$ cat src/rtl/pc_delay_slot_unit.sv
// pc_delay_slot_unit
//   Program counter for the MIPS core with branch-delay-slot sequencing.
//   A redirect request (branch/jump/jr) first advances into the delay slot,
//   then loads the computed target on the following fetch step. Loading the
//   halt address or a misaligned target stops the unit until reset.
//
// Ports
//   clk, reset     : clock, synchronous active-high reset
//   active, fetch  : the PC advances only when both are high
//   branch_taken   : conditional branch resolved taken, offset in branch_off
//   jump           : J/JAL request, index in jump_index
//   jr             : JR/JALR request, target in jr_addr
//   pc_out         : current fetch address (registered)
//   link_addr      : pc_out + 8, combinational return address
//   delay_pending  : delay-slot instruction is being fetched
//   end_j          : redirect target loaded on the most recent step
//   halted         : sticky, unit stopped (halt address or trap)
//   addr_err       : sticky, misaligned redirect target
//   bis_err        : sticky, redirect requested inside a delay slot

module pc_delay_slot_unit #(
    parameter int unsigned       ADDR_W       = 32,
    parameter logic [ADDR_W-1:0] RESET_VECTOR = ADDR_W'(32'hBFC0_0000),
    parameter logic [ADDR_W-1:0] HALT_ADDR    = '0
) (
    input  logic              clk,
    input  logic              reset,
    input  logic              active,
    input  logic              fetch,
    input  logic              branch_taken,
    input  logic [ADDR_W-1:0] branch_off,
    input  logic              jump,
    input  logic [25:0]       jump_index,
    input  logic              jr,
    input  logic [ADDR_W-1:0] jr_addr,
    output logic [ADDR_W-1:0] pc_out,
    output logic [ADDR_W-1:0] link_addr,
    output logic              delay_pending,
    output logic              end_j,
    output logic              halted,
    output logic              addr_err,
    output logic              bis_err
);

    // Bits of the PC replaced by a J-type jump (instr_index plus word alignment).
    localparam logic [ADDR_W-1:0] JUMP_LOW_MASK = ADDR_W'(28'hFFF_FFFF);

    typedef enum logic [1:0] {
        ST_RUN   = 2'd0,
        ST_DELAY = 2'd1,
        ST_HALT  = 2'd2
    } state_t;

    state_t            state;
    logic [ADDR_W-1:0] target_q;

    logic [ADDR_W-1:0] pc_plus4_c;
    logic [ADDR_W-1:0] jump_tgt_c;
    logic [ADDR_W-1:0] branch_tgt_c;
    logic [ADDR_W-1:0] target_c;
    logic              request_c;
    logic              step_c;

    // Sequential address and return address, both modulo 2^ADDR_W.
    assign pc_plus4_c = pc_out + ADDR_W'(4);
    assign link_addr  = pc_out + ADDR_W'(8);

    // J-type keeps the upper bits of the delay-slot PC (pc+4).
    assign jump_tgt_c   = (pc_plus4_c & ~JUMP_LOW_MASK)
                        | ADDR_W'({jump_index, 2'b00});
    assign branch_tgt_c = pc_plus4_c + (branch_off << 2);

    // Redirect target selection: jr beats jump beats branch.
    always_comb begin
        target_c = branch_tgt_c;
        if (jr) begin
            target_c = jr_addr;
        end else if (jump) begin
            target_c = jump_tgt_c;
        end
    end

    assign request_c = jr | jump | branch_taken;
    assign step_c    = active & fetch & (state != ST_HALT);

    // PC sequencing FSM; outputs are registered alongside the state.
    always_ff @(posedge clk) begin
        if (reset) begin
            state         <= ST_RUN;
            pc_out        <= RESET_VECTOR;
            target_q      <= '0;
            delay_pending <= 1'b0;
            end_j         <= 1'b0;
            halted        <= 1'b0;
            addr_err      <= 1'b0;
            bis_err       <= 1'b0;
        end else if (step_c) begin
            case (state)
                ST_RUN: begin
                    pc_out <= pc_plus4_c;
                    end_j  <= 1'b0;
                    if (request_c) begin
                        // Fetch the delay slot now, redirect on the next step.
                        target_q      <= target_c;
                        delay_pending <= 1'b1;
                        state         <= ST_DELAY;
                    end
                end
                ST_DELAY: begin
                    pc_out        <= target_q;
                    delay_pending <= 1'b0;
                    end_j         <= 1'b1;
                    // A redirect from the delay-slot instruction is dropped.
                    if (request_c) begin
                        bis_err <= 1'b1;
                    end
                    if (target_q == HALT_ADDR) begin
                        halted <= 1'b1;
                        state  <= ST_HALT;
                    end else if (target_q[1:0] != 2'b00) begin
                        addr_err <= 1'b1;
                        halted   <= 1'b1;
                        state    <= ST_HALT;
                    end else begin
                        state <= ST_RUN;
                    end
                end
                default: begin
                    state <= ST_HALT;
                end
            endcase
        end
    end

endmodule
$ cat config.mk
export PLATFORM = sky130hd
export DESIGN_NAME = pc_delay_slot_unit
export DESIGN_NICKNAME = d
export VERILOG_FILES = /design/src/rtl/pc_delay_slot_unit.sv
export SDC_FILE = /design/constraint.sdc
export NUM_CORES = 1
export LEC_CHECK = 0
export ABC_CLOCK_PERIOD_IN_PS = 10400
export CAP_MARGIN = 20
export CORE_MARGIN = 4
export CORE_UTILIZATION = 28
export CTS_CLUSTER_SIZE = 25
export DETAILED_ROUTE_END_ITERATION = 16
export SLEW_MARGIN = 40
export SYNTH_ARGS = -nofsm -noshare
export SYNTH_HDL_FRONTEND = slang
export SYNTH_SLANG_ARGS = --single-unit
export TNS_END_PERCENT = 1
$ cat constraint.sdc
create_clock -name clk -period 10.4 [get_ports clk]
set_input_delay 2.08 -clock clk [delete_from_list [all_inputs] [get_ports clk]]
set_output_delay 2.08 -clock clk [all_outputs]
set_load 0.005 [all_outputs]
==> metrics, run 1 <==
status=complete, no violations; fin crit share=0.533; most frequent CP cell=and3_1; max-cap violations=0; TritonCTS clock tree=yes; Critical Path Sink Type=output pin; Fin Setup TNS=0 ns; slowest CP cell=dfxtp_1; most used flip-flop cell after synthesis=dfxtp_1; RSZ-0062 raised after global routing=false; placed cells=about 1.2k; measured slew at the worst slew-check pin=approximately 0.8 ns; vias in the first global route=around 6.3k; # Post-CTS Setup Buffers=0; adder-cell share of the synthesized area=0.0767; gpl congestion=roughly 0.91; Synth top area share=0.226; post-synthesis async set-or-reset flop share=0; ranking of synthesized cells by area=dfxtp_1 (23%), ha_1 (7.4%), nand2_1 (6.1%); clk sink count=a little over 70; non-filler cells, final=approximately 1.2k; first-pass detailed-route iteration total=5; Via density=between 5 and 6; worst hold path class=reg -> reg; Mapped Cells=between 800 and 900; PwrDens=99.9 mW/mm²; Clock Pin Slew Worst Setup and Hold Paths=about 0.06 ns; CTS Buffer Depth=2; share of cells above drive strength 1=0.0679; DP Wirelength=roughly 19000 µm; root buffer cell=clkbuf_16; WL per Instance=between 15 and 20 µm; initial antenna violation count=0; leakage power=between 3 and 4 nW; CP Cell Sequence=ha_1 -> nand3_1 -> nor3_2 -> and3_1 -> and3_1 -> and3_1 -> xor2_1 -> clkdlybuf4s50_1; largest net degree at the start of global routing=slightly below 70; Synth Area in Compound Gates=0.275; routed vias=between 6k and 7k; main combinational cell family by area after synthesis=compound AO/OA/AOI/OAI gates; setup-violating endpoint count in the final report=0; Synth warnings=0; number of port buffers=163; max incr delay on CP=about 0.56 ns; Syn Nets=968; most common cell after layout, fill and taps aside=clkdlybuf4s50_1; Area Overhead vs Synth=32.4%; first-pass GRT wire length=between 30000 and 40000 µm; Worst VDD drop=0.0000653 V; hold violation total from the final report=0; Core Util, Final=0.380; total CTS buffers=9; DRC Markers=0; Syn Std Cell Area=0.00630 mm²; post-synthesis mux area share=0.0129; Core Area=0.0220 mm²; WL final=about 24000 µm; Crit Path Category=reg -> out; # rows=between 50 and 60; crit-path max FO=10; critical path required time=8.32 ns; drt initial violations=around 440; Post-DRT Antenna Nets=0; CTS resizes=0; clock skew=0.00827 ns; simple-gate portion of the synthesized area=0.254; ant diodes=0; nets@finish=~1.1k; Critical Path Source Type=flop; Clk Latency, worst-skew pair=0.33 ns; H-tree Lvls=3; xor/xnor share of the synthesized area=0.103; Worst slew margin=0.459; most frequent cells in the layout=clkdlybuf4s50_1 (161), nand2_1 (102), a21oi_1 (75), dfxtp_1 (71), nor2_1 (65); Max Freq=around 180 MHz; library cells used by synthesis=just under 80; Worst EP arrival=3.46 ns; gr ovfl total=0; gr usage total=0.187; # IOs=166; post-synthesis sequential area ratio=0.226; Slew Viols, Final=0; post-synth top area cell=dfxtp_1; die height=between 150 and 200 µm; Post-synth EDFFs=0; die width=about 160 µm; syn avg cell area=roughly 7.6 µm²; initial core utilization=0.287; Yosys reg bits=71; die footprint=approximately 0.025 mm²; Post-CTS Hold Buffers=0; crit path time final=about 5.5 ns
## cell usage after synthesis (8+ instances only)
cell type  instances
a211oi_1          17
a21oi_1           75
a31oi_1            8
and3_1            12
buf_2             11
buf_4              9
clkbuf_1          32
dfxtp_1           71
ha_1              37
inv_1             10
nand2_1          102
nand2b_1          11
nand3_1           30
nand4_1           16
nor2_1            67
nor3_1            18
o211ai_1          23
o21ai_0           38
o221ai_1          15
o22ai_1           13
xnor2_1           39
xor2_1            33
## cells by family (layout without fill, tap and decap cells)
logic type,count (synthesis),after routing
muxes,8,8
adders and majority gates,38,38
and+or+nand+nor,316,316
xor gates and xnor gates,73,73
buffers and inverters,74,198
AOI/OAI and AO/OA,253,253
DFF,71,71
## metal layers
| metal | vias up | share of wire | wire, µm | GRT usage |
|---|---|---|---|---|
| li1 | 3301 | - | - | - |
| met1 | 3102 | 0.45 | 11100 | 0.260 |
| met2 | 250 | 0.46 | 11100 | 0.299 |
| met3 | 35 | 0.067 | 1640 | 0.0290 |
| met4 | 0 | 0.023 | 559 | 0.0581 |
| met5 | - | 0 | 0 | 0 |
## report_power, final
part / total (W) / internal, W / leakage, nW / switching, W
Clock: 0.000299 / 0.000184 / 0.135 / 0.000115
Combinational: 0.000227 / 0.000109 / 2.33 / 0.000118
Sequential: 0.000307 / 0.000286 / 0.578 / 0.0000218
## stage by stage
step / setup slack (ns) / instance area, µm² / power [W] / hold slack (ns)
floorplan: 6.20 / 6300 / 0.000437 / 0.439
global placement: 5.26 / 8050 / 0.000536 / 0.436
detailed placement: 5.27 / 8050 / 0.000537 / 0.441
CTS: 4.89 / 8330 / 0.000836 / 0.450
global route: 4.67 / 8330 / 0.000872 / 0.474
finish: 4.86 / 8330 / 0.000833 / 0.445
## sequential cells by signal, indices dropped and copies added (netlist names)
| name | flops |
|---|---|
| target_q | 32 |
| delay_pending | 1 |
| addr_err | 1 |
| bis_err | 1 |
| state | 2 |
| pc_out | 32 |
| halted | 1 |
| end_j | 1 |
## cell type report
cell class / instances / area, µm²
Inverter: 12 / 45.0
Timing Repair Buffer: 171 / 1680
Clock inverter: 4 / 47.5
Tap cell: 280 / 350
Clock buffer: 11 / 233
Multi-Input combinational cell: 688 / 4560
Fill cell: 2303 / 13600
Sequential cell: 71 / 1420
## worst paths after layout
| kind | startpoint | endpoint | slack (ns) | cells after the start |
|---|---|---|---|---|
| worst max-delay path | pc_out[4] | link_addr[25] | 4.86 | 8 |
| worst min register to register | halted | halted | 0.44 | 2 |
| worst max register to register | pc_out[2] | target_q[31] | 5.29 | 15 |
| worst min-delay path | halted | halted | 0.44 | 2 |
## critical path, delay by kind of cell (launching register included)
kind / cells / cell delay, ns
xor+xnor: 1 / 0.14
fa+ha+maj: 1 / 0.47
buf+inv: 1 / 0.51
flops: 1 / 0.56
simple gates: 5 / 1.46
(Power assumes the default switching activity.)
==> run 2, diff against run 1 <==
--- a/config.mk
+++ b/config.mk
@@ -5,7 +5,7 @@
 export SDC_FILE = /design/constraint.sdc
 export NUM_CORES = 1
 export LEC_CHECK = 0
-export ABC_CLOCK_PERIOD_IN_PS = 10400
+export ABC_CLOCK_PERIOD_IN_PS = 4700
 export CAP_MARGIN = 20
 export CORE_MARGIN = 4
 export CORE_UTILIZATION = 28
==> constraint.sdc (replaced) <==
create_clock -name clk -period 4.7 [get_ports clk]
set_input_delay 0.94 -clock clk [delete_from_list [all_inputs] [get_ports clk]]
set_output_delay 0.94 -clock clk [all_outputs]
set_load 0.005 [all_outputs]
==> run 2 against run 1 <==
Via count rose by 3.5%. Largest power group is now clock. Register-to-register slack lost 4.9 ns. Highest routed layer unchanged. Non-clock buffer count increased by 19. Largest cell class unchanged. Critical path depth is 6 higher. Setup slack got worse by 4.5 ns. Sequential cell count stayed put. First-iteration DRC count is 22% higher. Wire length increased by 1.9%. Total power grew 130%.
==> metrics, run 2 (synthesis results as in run 1) <==
Hold Path Depth=2; die width=around 160 µm; TritonCTS clock tree=yes; R2R setup slack=0.40 ns; Core Util, Final=0.387; Hold EP=halted; root buffer cell=clkbuf_16; slowest CP cell=or3b_1; initial core utilization=0.287; worst hold path class=reg -> reg; die height=~160 µm; Worst R2R Path Depth=14; CTS resizes=0; Critical Path Source Type=flop; H-tree Lvls=3; nets@finish=1107; placed cell area=between 0.008 and 0.009 mm²; worst slack at placement=0.402 ns; drt initial violations=about 540; WL per Instance=around 20 µm; Fin Setup TNS=0 ns; Switching Fraction=0.309; Final Worst Setup Slack=0.404 ns; Worst EP arrival=4.54 ns; setup-violating endpoint count in the final report=0; first-pass detailed-route iteration total=6; CP Cell Sequence=ha_1 -> nand3_1 -> nor3_4 -> and3_1 -> nand2_1 -> xnor2_1 -> ha_1 -> a21oi_1 -> o21ai_0 -> or3b_1 -> o211ai_1 -> a2111oi_0 -> or3_1 -> o41ai_2; Int Pwr=around 0.0013 W; Max Freq=approximately 230 MHz; PwrDens=225 mW/mm²; ant diodes=0; Slew Viols, Final=0; Crit Path Category=reg -> reg; WL final=~25000 µm; most common cell after layout, fill and taps aside=clkdlybuf4s50_1; # IOs=166; Psw=slightly below 0.0006 W; measured slew at the worst slew-check pin=roughly 0.82 ns; Area Overhead vs Synth=35.1%; crit-path max FO=6; crit path time final=4.30 ns; DRC Markers=0; hold violation total from the final report=0; final instance area=roughly 0.0085 mm²; vias in the first global route=~6.5k; most frequent CP cell=ha_1; Clk Latency, worst-skew pair=around 0.34 ns; gr ovfl total=0; most frequent cells in the layout=clkdlybuf4s50_1 (161), nand2_1 (102), a21oi_1 (75), dfxtp_1 (71), nor2_1 (66); first-pass GRT wire length=37300 µm; worst reg2reg path startpoint=pc_out[3]; share of cells above drive strength 1=0.0890; largest net degree at the start of global routing=53; worst hold start=halted; fin crit share=0.914; status=complete, no violations; Clk pwr share=0.375; # rows=54; clk sink count=71; Post-CTS Hold Buffers=0; total CTS buffers=9; Via density=5.51; max incr delay on CP=0.45 ns; Post-DRT Antenna Nets=0; Crit Reg-Reg Endpoint=target_q[24]; CTS Buffer Depth=2; gpl congestion=0.917; Clock Pin Slew Worst Setup and Hold Paths=0.06 ns; routed vias=around 7k; total power=0.00191 W; Critical Path Sink Type=flop; biggest regs=pc_out x32, target_q x32, state x2; Critical path origin=pc_out[3]; sequential share of power=0.351; Worst VDD drop=approximately 0.00015 V; leakage power=3.17 nW; critical path required time=between 4 and 5 ns; DP Wirelength=19200 µm; number of port buffers=163; Core Area=between 0.02 and 0.025 mm²; initial antenna violation count=0; Worst slew margin=0.451; Comb pwr share=0.274; gr usage total=0.193; clock skew=approximately 0.01 ns; max-cap violations=0; RSZ-0062 raised after global routing=false; die footprint=0.0249 mm²; # Post-CTS Setup Buffers=0
-- run 2: layer usage --
| layer | share of wire | routed length [µm] | GRT usage | vias up |
|---|---|---|---|---|
| li1 | - | - | - | 3334 |
| met5 | 0 | 0 | 0 | - |
| met2 | 0.45 | 11100 | 0.307 | 296 |
| met1 | 0.46 | 11400 | 0.270 | 3259 |
| met4 | 0.024 | 587 | 0.0597 | 0 |
| met3 | 0.071 | 1770 | 0.0271 | 31 |
-- run 2: power by group through the flow --
stage	Sequential, W	Combinational [W]	Clock [W]
after global routing	0.000674	0.000567	0.000755
after global placement	0.000683	0.000515	0
after detailed placement	0.000683	0.000518	0
final	0.000671	0.000523	0.000715
after CTS	0.000670	0.000521	0.000725
after floorplan	0.000666	0.000300	0
-- run 2: final cells by class --
type | count | area, µm²
inverters | 12 | 45.0
flip-flops and latches | 71 | 1420
fillers | 2266 | 13500
clock buffers | 11 | 253
repair buffers | 190 | 1820
multi-input cells | 688 | 4560
well taps | 280 | 350
clock inverters | 5 | 56.3
-- run 2: worst max-delay path, delay by kind of cell, from the launching register on --
family	cells	cell delay [ns]
AOI/OAI and AO/OA	5	1.06
xor gates and xnor gates	1	0.34
adders and majority gates	2	0.55
DFF	1	0.44
and+or+nand+nor	6	1.82
-- run 2: worst max path at each step --
| stage | slack (ns) | end |
|---|---|---|
| finish | 0.40 | target_q[24] |
| global route | 0.06 | target_q[24] |
| CTS | 0.34 | target_q[24] |
| detailed placement | 0.40 | target_q[24] |
| global placement | 0.50 | target_q[24] |
| floorplan | 1.05 | target_q[31] |
-- run 2: per-stage QoR --
stage	hold WS, ns	cells
floorplan	0.439	833
global placement	0.438	1241
detailed placement	0.439	1241
CTS	0.447	1257
global route	0.456	1257
finish	0.443	1257
